## src/rtl/batrider_palette_arb.sv

```systemverilog
// batrider_palette_arb: shares the palette RAM between video lookups and CPU accesses with posted writes
module batrider_palette_arb #(
  parameter int FIFO_DEPTH = 4,
  parameter int AW = 11,
  parameter int DW = 16
) (
  input  logic          CLK96,
  input  logic          RESET96_N,
  input  logic          PIXEL_CEN,
  input  logic          ACTIVE,
  input  logic [AW-1:0] PIXEL_IDX,
  input  logic          CPU_REQ,
  input  logic          CPU_WE,
  input  logic [AW-1:0] CPU_ADDR,
  input  logic [DW-1:0] CPU_DIN,
  output logic          CPU_ACK,
  output logic [DW-1:0] CPU_DOUT,
  output logic [AW-1:0] RAM_ADDR,
  output logic          RAM_WE,
  output logic [DW-1:0] RAM_WDATA,
  input  logic [DW-1:0] RAM_RDATA,
  output logic [14:0]   RGB
);
  localparam int PW = $clog2(FIFO_DEPTH);
  localparam logic [2:0] IDLE = 3'd0, WACK = 3'd1, RWAIT = 3'd2, RISSUE = 3'd3, RDATA = 3'd4;
  logic [2:0] state;
  logic [AW-1:0] fifo_addr [FIFO_DEPTH];
  logic [DW-1:0] fifo_data [FIFO_DEPTH];
  logic [PW:0] wr_ptr, rd_ptr;
  logic [AW-1:0] rd_addr;
  logic vid_tag, act_tag;
  logic empty, full, pop, push, rd_go;
  // slot arbitration: video first, then FIFO drain, then the pending CPU read
  always_comb begin
    empty = wr_ptr == rd_ptr;
    full = (wr_ptr[PW] != rd_ptr[PW]) && (wr_ptr[PW-1:0] == rd_ptr[PW-1:0]);
    pop = !PIXEL_CEN && !empty;
    rd_go = !PIXEL_CEN && empty && state == RISSUE;
    push = state == IDLE && CPU_REQ && !CPU_ACK && CPU_WE && !full;
    RAM_ADDR = PIXEL_CEN ? PIXEL_IDX : pop ? fifo_addr[rd_ptr[PW-1:0]] : rd_go ? rd_addr : '0;
    RAM_WE = pop;
    RAM_WDATA = fifo_data[rd_ptr[PW-1:0]];
  end
  // FIFO storage; contents are qualified by the pointers so they need no reset
  always_ff @(posedge CLK96) begin
    if (push) begin
      fifo_addr[wr_ptr[PW-1:0]] <= CPU_ADDR;
      fifo_data[wr_ptr[PW-1:0]] <= CPU_DIN;
    end
  end
  // FIFO pointers, extra MSB distinguishes full from empty
  always_ff @(posedge CLK96) begin
    if (!RESET96_N) begin
      wr_ptr <= '0;
      rd_ptr <= '0;
    end else begin
      if (push) wr_ptr <= wr_ptr + (PW+1)'(1);
      if (pop) rd_ptr <= rd_ptr + (PW+1)'(1);
    end
  end
  // video pipe: tag the RAM return cycle and blank when the display was inactive
  always_ff @(posedge CLK96) begin
    if (!RESET96_N) begin
      vid_tag <= 1'b0;
      act_tag <= 1'b0;
      RGB <= '0;
    end else begin
      vid_tag <= PIXEL_CEN;
      act_tag <= ACTIVE;
      if (vid_tag) RGB <= act_tag ? RAM_RDATA[14:0] : '0;
    end
  end
  // CPU access FSM; reads wait for the FIFO to drain so they see earlier writes
  always_ff @(posedge CLK96) begin
    if (!RESET96_N) begin
      state <= IDLE;
      CPU_ACK <= 1'b0;
      CPU_DOUT <= '0;
      rd_addr <= '0;
    end else begin
      CPU_ACK <= 1'b0;
      case (state)
        IDLE: if (CPU_REQ && !CPU_ACK) begin
          if (!CPU_WE) begin
            rd_addr <= CPU_ADDR;
            state <= RWAIT;
          end else if (!full) state <= WACK;
        end
        WACK: begin
          CPU_ACK <= 1'b1;
          state <= IDLE;
        end
        RWAIT: if (empty) state <= RISSUE;
        RISSUE: if (rd_go) state <= RDATA;
        RDATA: begin
          CPU_DOUT <= RAM_RDATA;
          CPU_ACK <= 1'b1;
          state <= IDLE;
        end
        default: state <= IDLE;
      endcase
    end
  end
endmodule
```

## config.mk

```make
export PLATFORM = sky130hd
export DESIGN_NAME = batrider_palette_arb
export DESIGN_NICKNAME = d
export VERILOG_FILES = /design/src/rtl/batrider_palette_arb.sv
export SDC_FILE = /design/constraint.sdc
export NUM_CORES = 1
export LEC_CHECK = 0
export BUFFER_PORTS_ARGS = -buffer_cell sky130_fd_sc_hd__buf_2
export CORE_ASPECT_RATIO = 2
export CORE_MARGIN = 4
export CORE_UTILIZATION = 49
export CTS_CLUSTER_SIZE = 20
export DETAILED_ROUTE_END_ITERATION = 6
export PLACE_DENSITY = 0.81
export SYNTH_ARGS = -nofsm -noshare
export SYNTH_HDL_FRONTEND = slang
export SYNTH_SLANG_ARGS = --single-unit
```

## constraint.sdc

```tcl
create_clock -name CLK96 -period 4.1 [get_ports CLK96]
set_input_delay 0.615 -clock CLK96 [delete_from_list [all_inputs] [get_ports CLK96]]
set_output_delay 0.615 -clock CLK96 [all_outputs]
set_load 0.02 [all_outputs]
```

======== Word level (Yosys, flattened, before mapping) ========
Memory sizes are Yosys's and may differ from the RTL's. A register that Yosys moved wholly into a read port is not among the register bits.
Cells that the tools add are included.
storage, ports and cells
  flip-flop bits (word level) ............. 54
  bits in writable memories ............... 108
  input port bits ......................... 60
  output and inout bits ................... 60
  logic and storage cells ................. 59
  memories kept ........................... 2
memory list
  memory     depth  bits a word  read ports  clocked after memory_dff  wr ports  RTL line  source
  fifo_data  4      16           1           1                         1         28        logic [DW-1:0] fifo_data [FIFO_DEPTH];
  fifo_addr  4      11           1           1                         1         27        logic [AW-1:0] fifo_addr [FIFO_DEPTH];
operators by class
  $add $sub $neg .......................... 2
  equality and inequality tests ........... 11
  multiplexer cells ....................... 17
  bitwise operators ....................... 1
  reductions and logical operators ........ 17
operators with widths
  cell                                                                      count
  11-bit two-way mux                                                        3
  15-bit two-way mux                                                        1
  3-bit two-way mux                                                         5
  1-bit logical AND                                                         9
  3-bit case mux with 3 select lines                                        1
  2-bit two-way mux                                                         4
  3-bit by 1-bit adder with 3-bit output (second input constant)            2
  3-bit by 2-bit == test with 1-bit output (second input constant)          2
  1-bit zero test                                                           4
  2-bit inequality test (second input constant)                             2
  4-bit AND reduction                                                       1
  3-bit by 1-bit == test with 1-bit output (second input constant)          1
  3-bit == test                                                             1
  3-bit == test (second input constant)                                     1
  3-bit zero test                                                           1
  1-bit two-way mux                                                         3
  3-bit inequality test (second input constant)                             1
  3-bit AND reduction                                                       1
  2-bit == test                                                             1
  2-bit by 1-bit inequality test with 1-bit output (second input constant)  1
  2-bit OR reduction                                                        1
  1-bit inequality test                                                     1
  1-bit NOT                                                                 1

======== Logic depth before layout (Yosys ltp) ========
Gate-level depths: netlist of run 1.
  depth in word-level cells ............... 7
  gate-level depth with buffers ........... 6
  gate-level depth less buffers ........... 4

======== Least setup slack after synthesis of run 1 ========
OpenSTA, ideal clock, no wires.
  kind .................................... input -> register
  start point ............................. input CPU_REQ
  end point ............................... memory fifo_addr[3][0], enable pin
  setup time .............................. 0.387 ns
  data arrival time ....................... 2.217 ns
  required time ........................... 3.713 ns
  slack ................................... 1.496 ns
  stages .................................. 3
  path through ............................ or4b_4 a311oi_4 and2_1
between the ends
  word-level cells in the longest chain between the ends .. 6
ends and longest elaborated chain
  what                                     RTL line  source
  start, declared                          12        input logic CPU_REQ,
  1-bit logical AND (4 in series)          39        push = state == IDLE && CPU_REQ && !CPU_ACK && CPU_WE && !full;
  1-bit two-way mux                        46        if (push) begin
  1-bit two-way mux (implied by the code)  47        fifo_addr[wr_ptr[PW-1:0]] <= CPU_ADDR;
  end, declared                            27
No other way between the ends.

======== Final worst setup path of run 1 ========
  start point ............................. register wr_ptr[1]
  end point ............................... output RAM_ADDR[10]
between the ends
  word-level cells in the longest chain between the ends .. 6
ends and longest elaborated chain
  what                                  RTL line  source
  start, declared                       29        logic [PW:0] wr_ptr, rd_ptr;
  start signal, assigned                57        if (push) wr_ptr <= wr_ptr + (PW+1)'(1);
  3-bit == test (*)                     35        empty = wr_ptr == rd_ptr;
  1-bit logical AND (2 in series)       38        rd_go = !PIXEL_CEN && empty && state == RISSUE;
  11-bit two-way mux                    40        RAM_ADDR = PIXEL_CEN ? PIXEL_IDX : pop ? fifo_addr[rd_ptr[PW-1:0]] : rd_go ? rd_addr : '0;
  11-bit two-way mux (*) (2 in series)  40
  end, declared                         18        output logic [AW-1:0] RAM_ADDR,
Every way passes the cells marked *; elsewhere a longest branch is shown, timed or not.

==> results of run 1 <==
## worst reg2reg max path, delay by kind of cell, from the launching register on
family,cells,cell delay (ns)
compound gates,1,0.44
flops,1,0.38
simple gates,2,1.30
## kinds of logic (layout without fill, tap and decap cells)
| kind of cell | Yosys count | count (layout) | synth area share [%] |
|---|---|---|---|
| AO/OA/AOI/OAI | 52 | 52 | 6.37 |
| XOR/XNOR | 7 | 7 | 0.961 |
| adder cells (fa/ha/maj) | 5 | 5 | 0.980 |
| buffers and inverters | 27 | 161 | 1.82 |
| flip-flops | 164 | 164 | 68.4 |
| multiplexers | 38 | 38 | 11.3 |
| AND/OR/NAND/NOR | 127 | 127 | 10.2 |
## cells in the final DEF (no fill, tap or decap), types with 2 or more instances in the layout
cell type                   Yosys  layout
sky130_fd_sc_hd__xor2_1         3       3
sky130_fd_sc_hd__inv_1          4       4
sky130_fd_sc_hd__mux2i_1       11      11
sky130_fd_sc_hd__nand2_1       57      57
sky130_fd_sc_hd__nor3b_1        2       2
sky130_fd_sc_hd__a22oi_1       11      11
sky130_fd_sc_hd__buf_4          1       6
sky130_fd_sc_hd__o21ai_0        3       3
sky130_fd_sc_hd__dfxtp_1       56      55
sky130_fd_sc_hd__inv_8          0       6
sky130_fd_sc_hd__ha_1           5       5
sky130_fd_sc_hd__edfxtp_1     108     108
sky130_fd_sc_hd__a21boi_0      32      32
sky130_fd_sc_hd__xnor2_1        4       4
sky130_fd_sc_hd__nor3_1         3       2
sky130_fd_sc_hd__clkinv_8       0       3
sky130_fd_sc_hd__mux4_2        27      27
sky130_fd_sc_hd__clkbuf_16      0      17
sky130_fd_sc_hd__clkinv_4       0       5
sky130_fd_sc_hd__buf_2          3     119
sky130_fd_sc_hd__nor2b_1       12      12
sky130_fd_sc_hd__nand3_1       18      18
sky130_fd_sc_hd__nand2b_1      16      16
sky130_fd_sc_hd__and2_1         9       9
## worst max path at each step
| stage | startpoint | endpoint | cells after the start |
|---|---|---|---|
| finish | wr_ptr[1] | RAM_ADDR[10] | 5 |
| global route | wr_ptr[1] | RAM_ADDR[2] | 5 |
| CTS | wr_ptr[1] | RAM_ADDR[3] | 5 |
| detailed placement | PIXEL_CEN | RAM_ADDR[3] | 6 |
| global placement | PIXEL_CEN | RAM_ADDR[4] | 6 |
| floorplan | CPU_REQ | fifo_addr[3][0] | 3 |
## routing by layer
layer / global-route usage, % / share of wire, % / up-vias
met3: 4.91 / 7.6 / 24
li1: - / - / 1808
met5: 0 / 0 / -
met1: 20.4 / 34 / 1913
met4: 8.09 / 2.4 / 0
met2: 33.8 / 56 / 183
## stage by stage
stage | setup slack, ns | power (mW)
after floorplan | 1.50 | 2.17
after global placement | 1.30 | 2.31
final | 0.968 | 3.81
after detailed placement | 1.21 | 2.32
after CTS | 0.985 | 3.85
after global routing | 0.842 | 3.96
## flip-flops by register name (all words and copies together) (netlist names), named ones only
signal / count
act_tag: 1
CPU_DOUT: 16
rd_addr: 11
vid_tag: 1
fifo_data: 64
CPU_ACK: 1
wr_ptr: 3
rd_ptr: 3
state: 3
fifo_addr: 44
RGB: 15
## cell type report
cell class              count  area share (%)
clock buffers              17            5.52
clock inverters            15            2.14
inverters                   4           0.195
multi-input cells         229            24.7
flip-flops and latches    164            56.6
well taps                 150            2.44
repair buffers            125            8.31
## report_power, final
part,leakage [nW],internal [mW],switching [mW]
clock,0.291,0.817,0.716
sequential,1.43,1.81,0.0568
combinational,1.17,0.194,0.222
total,2.89,2.82,0.995
==> results.md, run 1 <==
- The number of antenna violations at the first check in global routing is 0.
- The maximum fanout along the worst path is 12.
- The number of setup buffers added after CTS is 0.
- Dividing the detail-routed wire length by the instance count gives around 19 um.
- The count of nets after finishing is roughly 610.
- The layout-stage area growth over the synthesis result is 20.7%.
- The number of primary I/O pins is 120.
- The worst setup path is launched from a register.
- The final hold violation count is 0.
- For the worst-skew pair, the clock arrives at the later sink with an insertion delay of between 0.4 and 0.5 ns.
- In this run the number of H-tree levels came out at 4.
- The routed wire length is 13,500 um.
- The area of the core is about 13,000 sq um.
- The classification of the worst setup path is register to output pin.
- The synthesized instance count is 420.
- The die extent in y is between 150 and 200 um.
- Counting cells, the worst reg-to-reg path comes to 3.
- The total placed instance area is between 7000 and 8000 sq um.
- The worst-case IR drop observed on VDD is roughly 0.00057 V.
- The worst slew margin relative to its limit is approximately 32%.
- Counting every net in the synthesized netlist gives about 490.
- The per-instance average area after synthesis is 15.2 sq um.
- STA classifies the critical path endpoint as an output pin.
- By instance count, the leading cell after synthesis is sky130_fd_sc_hd__edfxtp_1.
- The routability congestion estimate from global placement is roughly 0.74.
- The largest individual stage delay along the critical path comes from the cell sky130_fd_sc_hd__and4_1.
- Ranked by total cell area, the synthesized netlist is headed by sky130_fd_sc_hd__edfxtp_1, sky130_fd_sc_hd__dfxtp_1, sky130_fd_sc_hd__mux4_2.
- The data arrival time at the worst-slack endpoint is approximately 2.5 ns.
- The number of enable flip-flop cells after synthesis is between 100 and 150.
- Counting both buffers and inverters, the worst setup path holds a total of 1.
- The most common flop cell mapped by yosys is sky130_fd_sc_hd__edfxtp_1.
- Clock tree synthesis found a total of 164 sinks.
- Max-cap violations in this run came to 0.
- The library cell used as clock root buffer is sky130_fd_sc_hd__clkbuf_16.
- The smallest hold slack is 0.399 ns.
- The cell area after synthesis is around 6400 sq um.
- The path category of the worst min-delay check is input port to register.
- The final critical-path share of the clock period is between 70% and 80%.
- Setup repair after global routing left no endpoint under its margin.
- The analysis attributes to cell leakage a power of 2.89 nW.
- The area enclosed by the die boundary is between 15,000 and 20,000 sq um.
- The highest achievable clock rate is about 320 MHz.
- Walking the worst path, the cells encountered are xnor2_1, and4_1, a22oi_1, nand2_1, buf_2.
- The count of buffers added on input and output ports is around 120.
- The largest net degree at the start of global routing is 58.
- The endpoint identified for the worst register-to-register timing path is fifo_data[2][9].
- Hold repair after CTS inserted 0 buffers.
- In this run the power density over the cells is just under 500 nW/um^2.
- Counting instances in the post-synthesis netlist gives the leading cell types as sky130_fd_sc_hd__edfxtp_1, sky130_fd_sc_hd__nand2_1, sky130_fd_sc_hd__dfxtp_1.
- For this run, design rule violations remaining after detail routing come to 0.
- Of the cells placed in the final design, the portion with a size suffix greater than 1 is between 30% and 40%.
- The slew at the pin with the worst max-slew slack is 1.02 ns.
- Excluding fillers, the count of instances in the completed layout stands at 704.
- The largest area contributor in the netlist is sky130_fd_sc_hd__edfxtp_1.
- The floorplan step set the die width to 88.7 um.
- Counting flops and latches in the post-synthesis netlist gives between 150 and 200.
- The first routing iteration left about 160 violations.
- The cell depth of the worst hold path is 1.
- The synthesized netlist contains 38 unique library cells.
- In the final layout, flip-flops and latches occupy approximately 4400 sq um.
- At the worst endpoint, the required time is 3.48 ns.
- On the worst path, the slowest cell contributes a delay of between 0.7 and 0.8 ns.
- After filler insertion, the fill cell instance count of the layout stands at 930.
- The Yosys step of the flow raised 0 warnings.
- For the final routed database, the setup TNS stands at 0 ns.
- For this configuration, the core starts out at a cell density of between 50% and 60%.
- The top cell family by delay on the critical path is simple AND/OR/NAND/NOR gates.
- The run finished with clean final reports.
- The detail route stage leaves a number of antenna-violating nets equal to 0.
- The minimum setup slack among reg-to-reg paths is between 1.5 and 2 ns.
- 0 antenna diodes ended up in the layout.
- The clock tree from TritonCTS is built.
- The number of max-slew violations in the final report is 0.
- The ratio of routed vias to standard cells is between 5 and 6.
- Post-CTS repair changed the size of 0 cells.
- The multi-input gate area in the final layout is 1910 sq um.
- The total of endpoints with negative setup slack in the final report is 0.
- The overflow left after global routing is 0.
- The via count of the first global-routing pass is between 4,000 and 5,000.
- The end point of the worst hold path is fifo_data[0][0].
- For this block, the via count after detailed routing is 3,928.
- Counting flops with an async set or reset pin after synthesis yields a share of 0%.
- The first-pass GRT wire length is between 20,000 and 25,000 um.
- After clock tree synthesis, the clock-pin slew on the worst setup and hold paths is roughly 0.070 ns.
- Measured on the finished design, the core utilization comes to between 60% and 70%.
- Between clock sinks in the finished design, the worst skew comes to 0.0128 ns.
- The startpoint of the worst register-to-register path is state[0].
- Before antenna repair, the detailed router went through 5 iterations.
- The sum of net half-perimeters after detailed placement is around 9100 um.
- With fillers left out, the area of the finished cells amounts to between 7000 and 8000 sq um.
- The all-layer global routing usage is between 10% and 20%.
- The hold path startpoint is CPU_DIN[0].
- The longest clock path from root to sink contains 2 buffers.
- The floorplan has between 50 and 60 rows.
- Once placement completed, the tool counted placed cells totaling around 670.
- The clock period minus final worst setup slack is about 3.1 ns.
- The number of buffers added by the clock tree synthesis step is 17.
- The top cell type by area accounts for 50.8% of the synthesized area.
- The register area share after synthesis is between 60% and 70%.
Note: power is estimated with default switching activity, not from simulation.
==> run 2: changes to the inputs <==
clock period = 3.3 ns   (was 4.1 ns; I/O delays follow)
==> results.md, run 2 (same netlist as run 1, synthesis figures left out) <==
- The sum of net half-perimeters after detailed placement came to 8750 um (was 9090 um).
- Most used cells in the layout excluding fill and tap cells: sky130_fd_sc_hd__buf_2, sky130_fd_sc_hd__edfxtp_1, sky130_fd_sc_hd__nand2_1 (unchanged).
- The via count of the first global-routing pass was 4,111 (was 4,161).
- The port buffer count came to 119 (unchanged).
- The width of the die came to 88.7 um (unchanged).
- The maximum buffer depth of the clock tree is 2 (unchanged).
- The share of total power consumed by net switching came to 26.4% (was 26.1%).
- The number of DRC violations after detailed-routing iteration 0 came to 211 (was 163).
- The slew at the pin with the worst max-slew slack is 0.977 ns (was 1.02 ns).
- The number of max-slew violations in the final report is 0 (unchanged).
- The cell area after layout is 7730 sq um (was 7710 sq um).
- The total via count after detailed routing is 3,927 (was 3,928).
- The clock network latency to the later pin of the worst-skew pair is 0.42 ns (was 0.43 ns).
- The cell depth of the worst hold path is 1 (unchanged).
- The die extent in y came to 169 um (unchanged).
- The final-layout setup total negative slack is 0 ns (unchanged).
- The power per cell area is 618 nW/um^2 (was 495 nW/um^2).
- The hold buffer count at CTS was 0 (unchanged).
- The number of violations of the max-capacitance limit is 0 (unchanged).
- The number of cell rows is 58 (unchanged).
- The portion of total power attributed to sequential cells is 48.3% (was 48.9%).
- The classification of the worst setup path is register to output pin (unchanged).
- The kind of start point of the critical path is a register (unchanged).
- The worst slew margin relative to its limit is 34.5% (was 32.2%).
- The net switching power figure is 1.26 mW (was 0.995 mW).
- The final standard cell count with taps included and fillers excluded is 706 (was 704).
- The fraction of layout cells with a size suffix above 1 is 34.9% (was 34.7%).
- The post-layout utilization of the core is 60.9% (was 60.7%).
- The maximum clock skew at final layout is 0.0138 ns (was 0.0128 ns).
- The count of nets after finishing was 608 (was 606).
- The clock tree from TritonCTS is built (unchanged).
- The data arrival time at the worst-slack endpoint came to 2.50 ns (was 2.52 ns).
- Unrepaired setup endpoints after global routing: false (unchanged).
- The minimum setup slack among reg-to-reg paths was 0.93 ns (was 1.61 ns).
- The final critical path takes up around 90% of the cycle.
- The combinational power share is 11.0% (was 10.9%).
- The area of the core is 12,700 sq um (unchanged).
- The maximum resistive drop on vdd is 0.000550 V (was 0.000567 V).
- The design internal power came to 3.52 mW (was 2.82 mW).
- The final worst-path setup slack is 0.306 ns (was 0.968 ns).
- The routability congestion estimate from global placement was 0.709 (was 0.740).
- The post-CTS setup buffer count is 0 (unchanged).
- The number of search-and-repair iterations in the first detailed-routing pass is 4 (was 5).
- The logic depth of the worst register-to-register path is 4 (was 3).
- The startpoint of the worst register-to-register path is state[0] (unchanged).
- Result of the run: finished clean (unchanged).
- The leakage power total was 2.91 nW (was 2.89 nW).
- The total of endpoints with negative setup slack in the final report is 0 (unchanged).
- The post-route antenna net violation count is 0 (unchanged).
- The number of buffers added by the clock tree synthesis step is 17 (unchanged).
- The worst-case setup slack after placement is 0.661 ns (was 1.21 ns).
- The number of primary I/O pins is 120 (unchanged).
- The post-detailed-route DRC marker count came to 0 (unchanged).
- The largest net degree at the start of global routing is 58 (unchanged).
- Derived from the worst setup path, the maximum achievable clock frequency is around 330 MHz.
- The all-layer global routing usage is 18.9% (about the same).
- The first-pass GRT wire length is 21,100 um (was 21,200 um).
- The clock transition at the registers of the reported paths was 0.07 ns (about the same).
- The layout-stage area growth over the synthesis result came to 21.2% (was 20.7%).
- The final hold violation count is 0 (unchanged).
- The number of antenna violations at the first check in global routing was 0 (unchanged).
- The ratio of routed vias to standard cells is 5.56 (was 5.58).
- The data required time at the worst endpoint is 2.80 ns (was 3.48 ns).
- The number of flip-flops in the largest register is 64 (unchanged).
- The number of instances in the placed design is 674 (was 672).
- The routed wire length came to 13,400 um (was 13,500 um).
- The capture point of the worst reg-to-reg path is fifo_data[1][9] (was fifo_data[2][9]).
- The initial standard-cell utilization of the core was 50.3% (unchanged).
- The deepest level of the CTS H-tree was 4 (unchanged).
- The end point of the worst hold path is fifo_data[2][11] (was fifo_data[0][0]).
- The total placed instance area was 7130 sq um (was 7120 sq um).
- The proportion of power drawn by the clock network came to 40.7% (was 40.2%).
- For the finished layout, the period the worst path requires is between 2 and 3 ns.
- The library cell used as clock root buffer is sky130_fd_sc_hd__clkbuf_16 (unchanged).
- The number of clock sinks is 164 (unchanged).
- The hold path startpoint is CPU_DIN[11] (was CPU_DIN[0]).
- The sort of element at the end of the critical path is an output pin (unchanged).
- The maximum fanout along the worst path is 12 (unchanged).
- The routed length per placed instance came to 19.0 um (was 19.2 um).
- The quantity of gates resized following cts came to 0 (unchanged).
- The area enclosed by the die boundary was 15,000 sq um (unchanged).
- The most common cell after layout, fill and taps aside is sky130_fd_sc_hd__buf_2 (unchanged).
- The number of antenna repair diodes came to 0 (unchanged).
- The overflow left after global routing was 0 (unchanged).
- The path category of the worst min-delay check is input port to register (unchanged).
## run 2: cell types whose count changed in the layout (fill, tap and decap cells not counted)
cell	previous run	this run
sky130_fd_sc_hd__clkinv_4	5	0
sky130_fd_sc_hd__inv_6	0	4
sky130_fd_sc_hd__buf_4	6	8
sky130_fd_sc_hd__clkinv_8	3	5
sky130_fd_sc_hd__inv_8	6	5
## run 2: through the flow
step	total power, mW	hold slack [ns]
finish	4.78	0.282
global route	4.97	0.266
CTS	4.84	0.258
detailed placement	2.88	0.460
global placement	2.87	0.453
floorplan	2.69	0.480
## run 2: how the worst max path moves through the flow
stage / from / to / slack, ns / cells past startpoint
floorplan: CPU_REQ / fifo_addr[3][0] / 0.82 / 3
global placement: PIXEL_CEN / RAM_ADDR[4] / 0.72 / 6
detailed placement: PIXEL_CEN / RAM_ADDR[3] / 0.66 / 6
CTS: wr_ptr[1] / RAM_ADDR[2] / 0.28 / 5
global route: rd_ptr[0] / RAM_ADDR[2] / 0.19 / 5
finish: wr_ptr[1] / RAM_ADDR[2] / 0.31 / 5
## run 2: layout make-up
class                      count  area, sq um
multi-input combinational    229         1910
clock inverter                15          178
clock buffer                  17          425
tap                          150          188
inverter                       4         15.0
sequential                   164         4370
fill                         908         4970
timing repair buffer         127          656
## run 2: routing by layer
| layer | vias up | track usage [%] | part of all wire, % |
|---|---|---|---|
| li1 | 1817 | - | - |
| met1 | 1954 | 20.9 | 35 |
| met2 | 149 | 34.7 | 58 |
| met3 | 7 | 4.42 | 6.5 |
| met4 | 0 | 6.18 | 0.95 |
| met5 | - | 0 | 0 |
## run 2: power by group through the flow
stage / Combinational, mW / Clock [mW] / Sequential [mW]
3_3_place_gp: 0.519 / 0 / 2.35
5_1_grt: 0.565 / 2.09 / 2.32
2_1_floorplan: 0.376 / 0 / 2.31
4_1_cts: 0.533 / 2.00 / 2.31
6_report: 0.525 / 1.95 / 2.31
3_5_place_dp: 0.527 / 0 / 2.35
## run 2: worst max-delay path, stage by stage, from the launching register on
cell	delay, ns
sky130_fd_sc_hd__dfxtp_1	0.38
sky130_fd_sc_hd__xnor2_1	0.50
sky130_fd_sc_hd__and4_1	0.73
sky130_fd_sc_hd__a22oi_1	0.21
sky130_fd_sc_hd__nand2_1	0.11
sky130_fd_sc_hd__buf_2	0.16
==> run 3: changes to the inputs <==
CORE_UTILIZATION = 44   (was 49)
PLACE_DENSITY = 0.75   (was 0.81)
==> results.md, run 3 (same netlist as run 1, synthesis figures left out) <==
- The cell with the largest stage delay on the worst path is sky130_fd_sc_hd__and4_1 (unchanged).
- The worst-case setup slack after placement is 0.663 ns (was 0.661 ns).
- The maximum fanout along the worst path is 12 (unchanged).
- The logic depth of the worst register-to-register path came to 4 (unchanged).
- The path category of the worst min-delay check is input port to register (unchanged).
- The die extent in y is 178 um (was 169 um).
- The number of cell rows is 62 (was 58).
- The maximum buffer depth of the clock tree is 2 (unchanged).
- The total of endpoints with negative setup slack in the final report came to 0 (unchanged).
- The multi-input gate area in the final layout came to 1910 sq um (unchanged).
- The post-detailed-route DRC marker count is 0 (unchanged).
- The final hold violation count came to 0 (unchanged).
- The register cell area after layout was 4370 sq um (unchanged).
- The number of antenna violations at the first check in global routing is 0 (unchanged).
- The number of DRC violations after detailed-routing iteration 0 is 149 (was 211).
- Result of the run: finished clean (unchanged).
- The power per cell area is 612 nW/um^2 (was 618 nW/um^2).
- The cell depth of the worst hold path is 1 (unchanged).
- The instance count on the critical path is 5 (unchanged).
- The final worst-path setup slack is 0.294 ns (was 0.306 ns).
- The number of primary I/O pins came to 120 (unchanged).
- The post-CTS setup buffer count came to 0 (unchanged).
- The via count of the first global-routing pass is 4,215 (was 4,111).
- The ratio of routed vias to standard cells is 5.25 (was 5.56).
- The number of buffers added by the clock tree synthesis step came to 17 (unchanged).
- The number of search-and-repair iterations in the first detailed-routing pass is 4 (unchanged).
- The buffers plus inverters on the worst setup path is 1 (unchanged).
- The sort of element at the end of the critical path is an output pin (unchanged).
- The port buffer count is 119 (unchanged).
- The power after layout came to 4.75 mW (was 4.78 mW).
- The clock transition at the registers of the reported paths is 0.08 ns (was 0.07 ns).
- The data required time at the worst endpoint came to 2.80 ns (about the same).
- The final-layout setup total negative slack is 0 ns (unchanged).
- The deepest level of the CTS H-tree is 4 (unchanged).
- The data arrival time at the worst-slack endpoint is 2.51 ns (was 2.50 ns).
- The routed wire length is 13,700 um (was 13,400 um).
- The worst slew margin relative to its limit is 31.3% (was 34.5%).
- The count of nets after finishing is 609 (was 608).
- The clock network latency to the later pin of the worst-skew pair was 0.44 ns (was 0.42 ns).
- The number of violations of the max-capacitance limit was 0 (unchanged).
- The routability congestion estimate from global placement is 0.732 (was 0.709).
- The clock tree from TritonCTS is built (unchanged).
- Most used cells in the layout excluding fill and tap cells: sky130_fd_sc_hd__buf_2, sky130_fd_sc_hd__edfxtp_1, sky130_fd_sc_hd__nand2_1 (unchanged).
- The number of clock sinks is 164 (unchanged).
- The area enclosed by the die boundary is 16,600 sq um (was 15,000 sq um).
- The sum of net half-perimeters after detailed placement is 9230 um (was 8750 um).
- Unrepaired setup endpoints after global routing: false (unchanged).
- The total via count after detailed routing is 3,932 (was 3,927).
- The routed length per placed instance is 18.3 um (was 19.0 um).
- The post-route antenna net violation count is 0 (unchanged).
- The highest achievable clock rate is 333 MHz (was 334 MHz).
- The top cell family by delay on the critical path was simple AND/OR/NAND/NOR gates (unchanged).
- The classification of the worst setup path is register to output pin (unchanged).
- The width of the die is 93.2 um (was 88.7 um).
- The hold buffer count at CTS is 0 (unchanged).
- The fraction of layout cells with a size suffix above 1 was 34.8% (was 34.9%).
- The kind of start point of the critical path is a register (unchanged).
- The number of antenna repair diodes is 0 (unchanged).
- The quantity of gates resized following cts is 0 (unchanged).
- The final critical-path share of the clock period is 91.1% (was 90.7%).
- The all-layer global routing usage was 17.5% (was 18.9%).
- The leakage power total was 2.90 nW (was 2.91 nW).
- The overflow left after global routing is 0 (unchanged).
- Critical path, cell by cell: xnor2_1, and4_1, a22oi_1, nand2_1, buf_2 (unchanged).
- The count of filler cells inserted in the layout came to 1,186 (was 908).
- The first-pass GRT wire length is 21,700 um (was 21,100 um).
- The initial standard-cell utilization of the core is 44.7% (was 50.3%).
- The largest net degree at the start of global routing was 37 (was 58).
- The area of the core is 14,300 sq um (was 12,700 sq um).
- The maximum clock skew at final layout is 0.0219 ns (was 0.0138 ns).
- The slew at the pin with the worst max-slew slack is 1.02 ns (was 0.977 ns).
- The number of flip-flops in the largest register is 64 (unchanged).
- The clock period minus final worst setup slack came to 3.01 ns (was 2.99 ns).
- The most common cell after layout, fill and taps aside is sky130_fd_sc_hd__buf_2 (unchanged).
- The library cell used as clock root buffer was sky130_fd_sc_hd__clkbuf_16 (unchanged).
- The layout-stage area growth over the synthesis result was 21.6% (was 21.2%).
- The smallest hold slack was 0.269 ns (was 0.282 ns).
- The delay of the slowest cell on the worst path was 0.73 ns (about the same).
- The maximum resistive drop on vdd is 0.000395 V (was 0.000550 V).
- The number of max-slew violations in the final report came to 0 (unchanged).
[run 3: per-layer routing]
layer  wire [um]  track usage [%]
met5           0                0
met1        4690             18.1
met4         403             8.87
met3         864             3.93
met2        7740             32.3
[run 3: worst register-to-register path: cells and delay by family, from the launching register on]
kind / cells / cell delay, ns
flops: 1 / 0.39
compound gates: 1 / 0.44
buf+inv: 1 / 0.37
simple gates: 2 / 0.79
[run 3: path summary, 6_finish.rpt]
check,from,endpoint,slack [ns]
max,rd_ptr[0],RAM_ADDR[10],0.29
min,CPU_DIN[11],fifo_data[1][11],0.27
max reg2reg,state[0],fifo_addr[3][9],0.92
min reg2reg,CPU_DOUT[14],CPU_DOUT[14],0.46
[run 3: stage by stage]
stage | util, % | instances | instance area, sq um
3_5_place_dp | 50.4 | 717 | 7190
6_report | 54.4 | 749 | 7760
5_1_grt | 54.4 | 749 | 7760
2_1_floorplan | - | 420 | 6380
3_3_place_gp | 50.4 | 717 | 7190
4_1_cts | 54.4 | 749 | 7760
[run 3: cell type report]
type	instances	share of cell area (%)
inverters	4	0.193
flip-flops and latches	164	56.2
repair buffers	128	8.54
multi-input cells	229	24.6
clock inverters	14	1.85
clock buffers	18	5.53
well taps	192	3.09
[run 3: power by group]
| part | total [mW] | internal (mW) | switching (mW) |
|---|---|---|---|
| clock | 1.92 | 1.01 | 0.908 |
| combinational | 0.530 | 0.244 | 0.286 |
| sequential | 2.30 | 2.24 | 0.0602 |
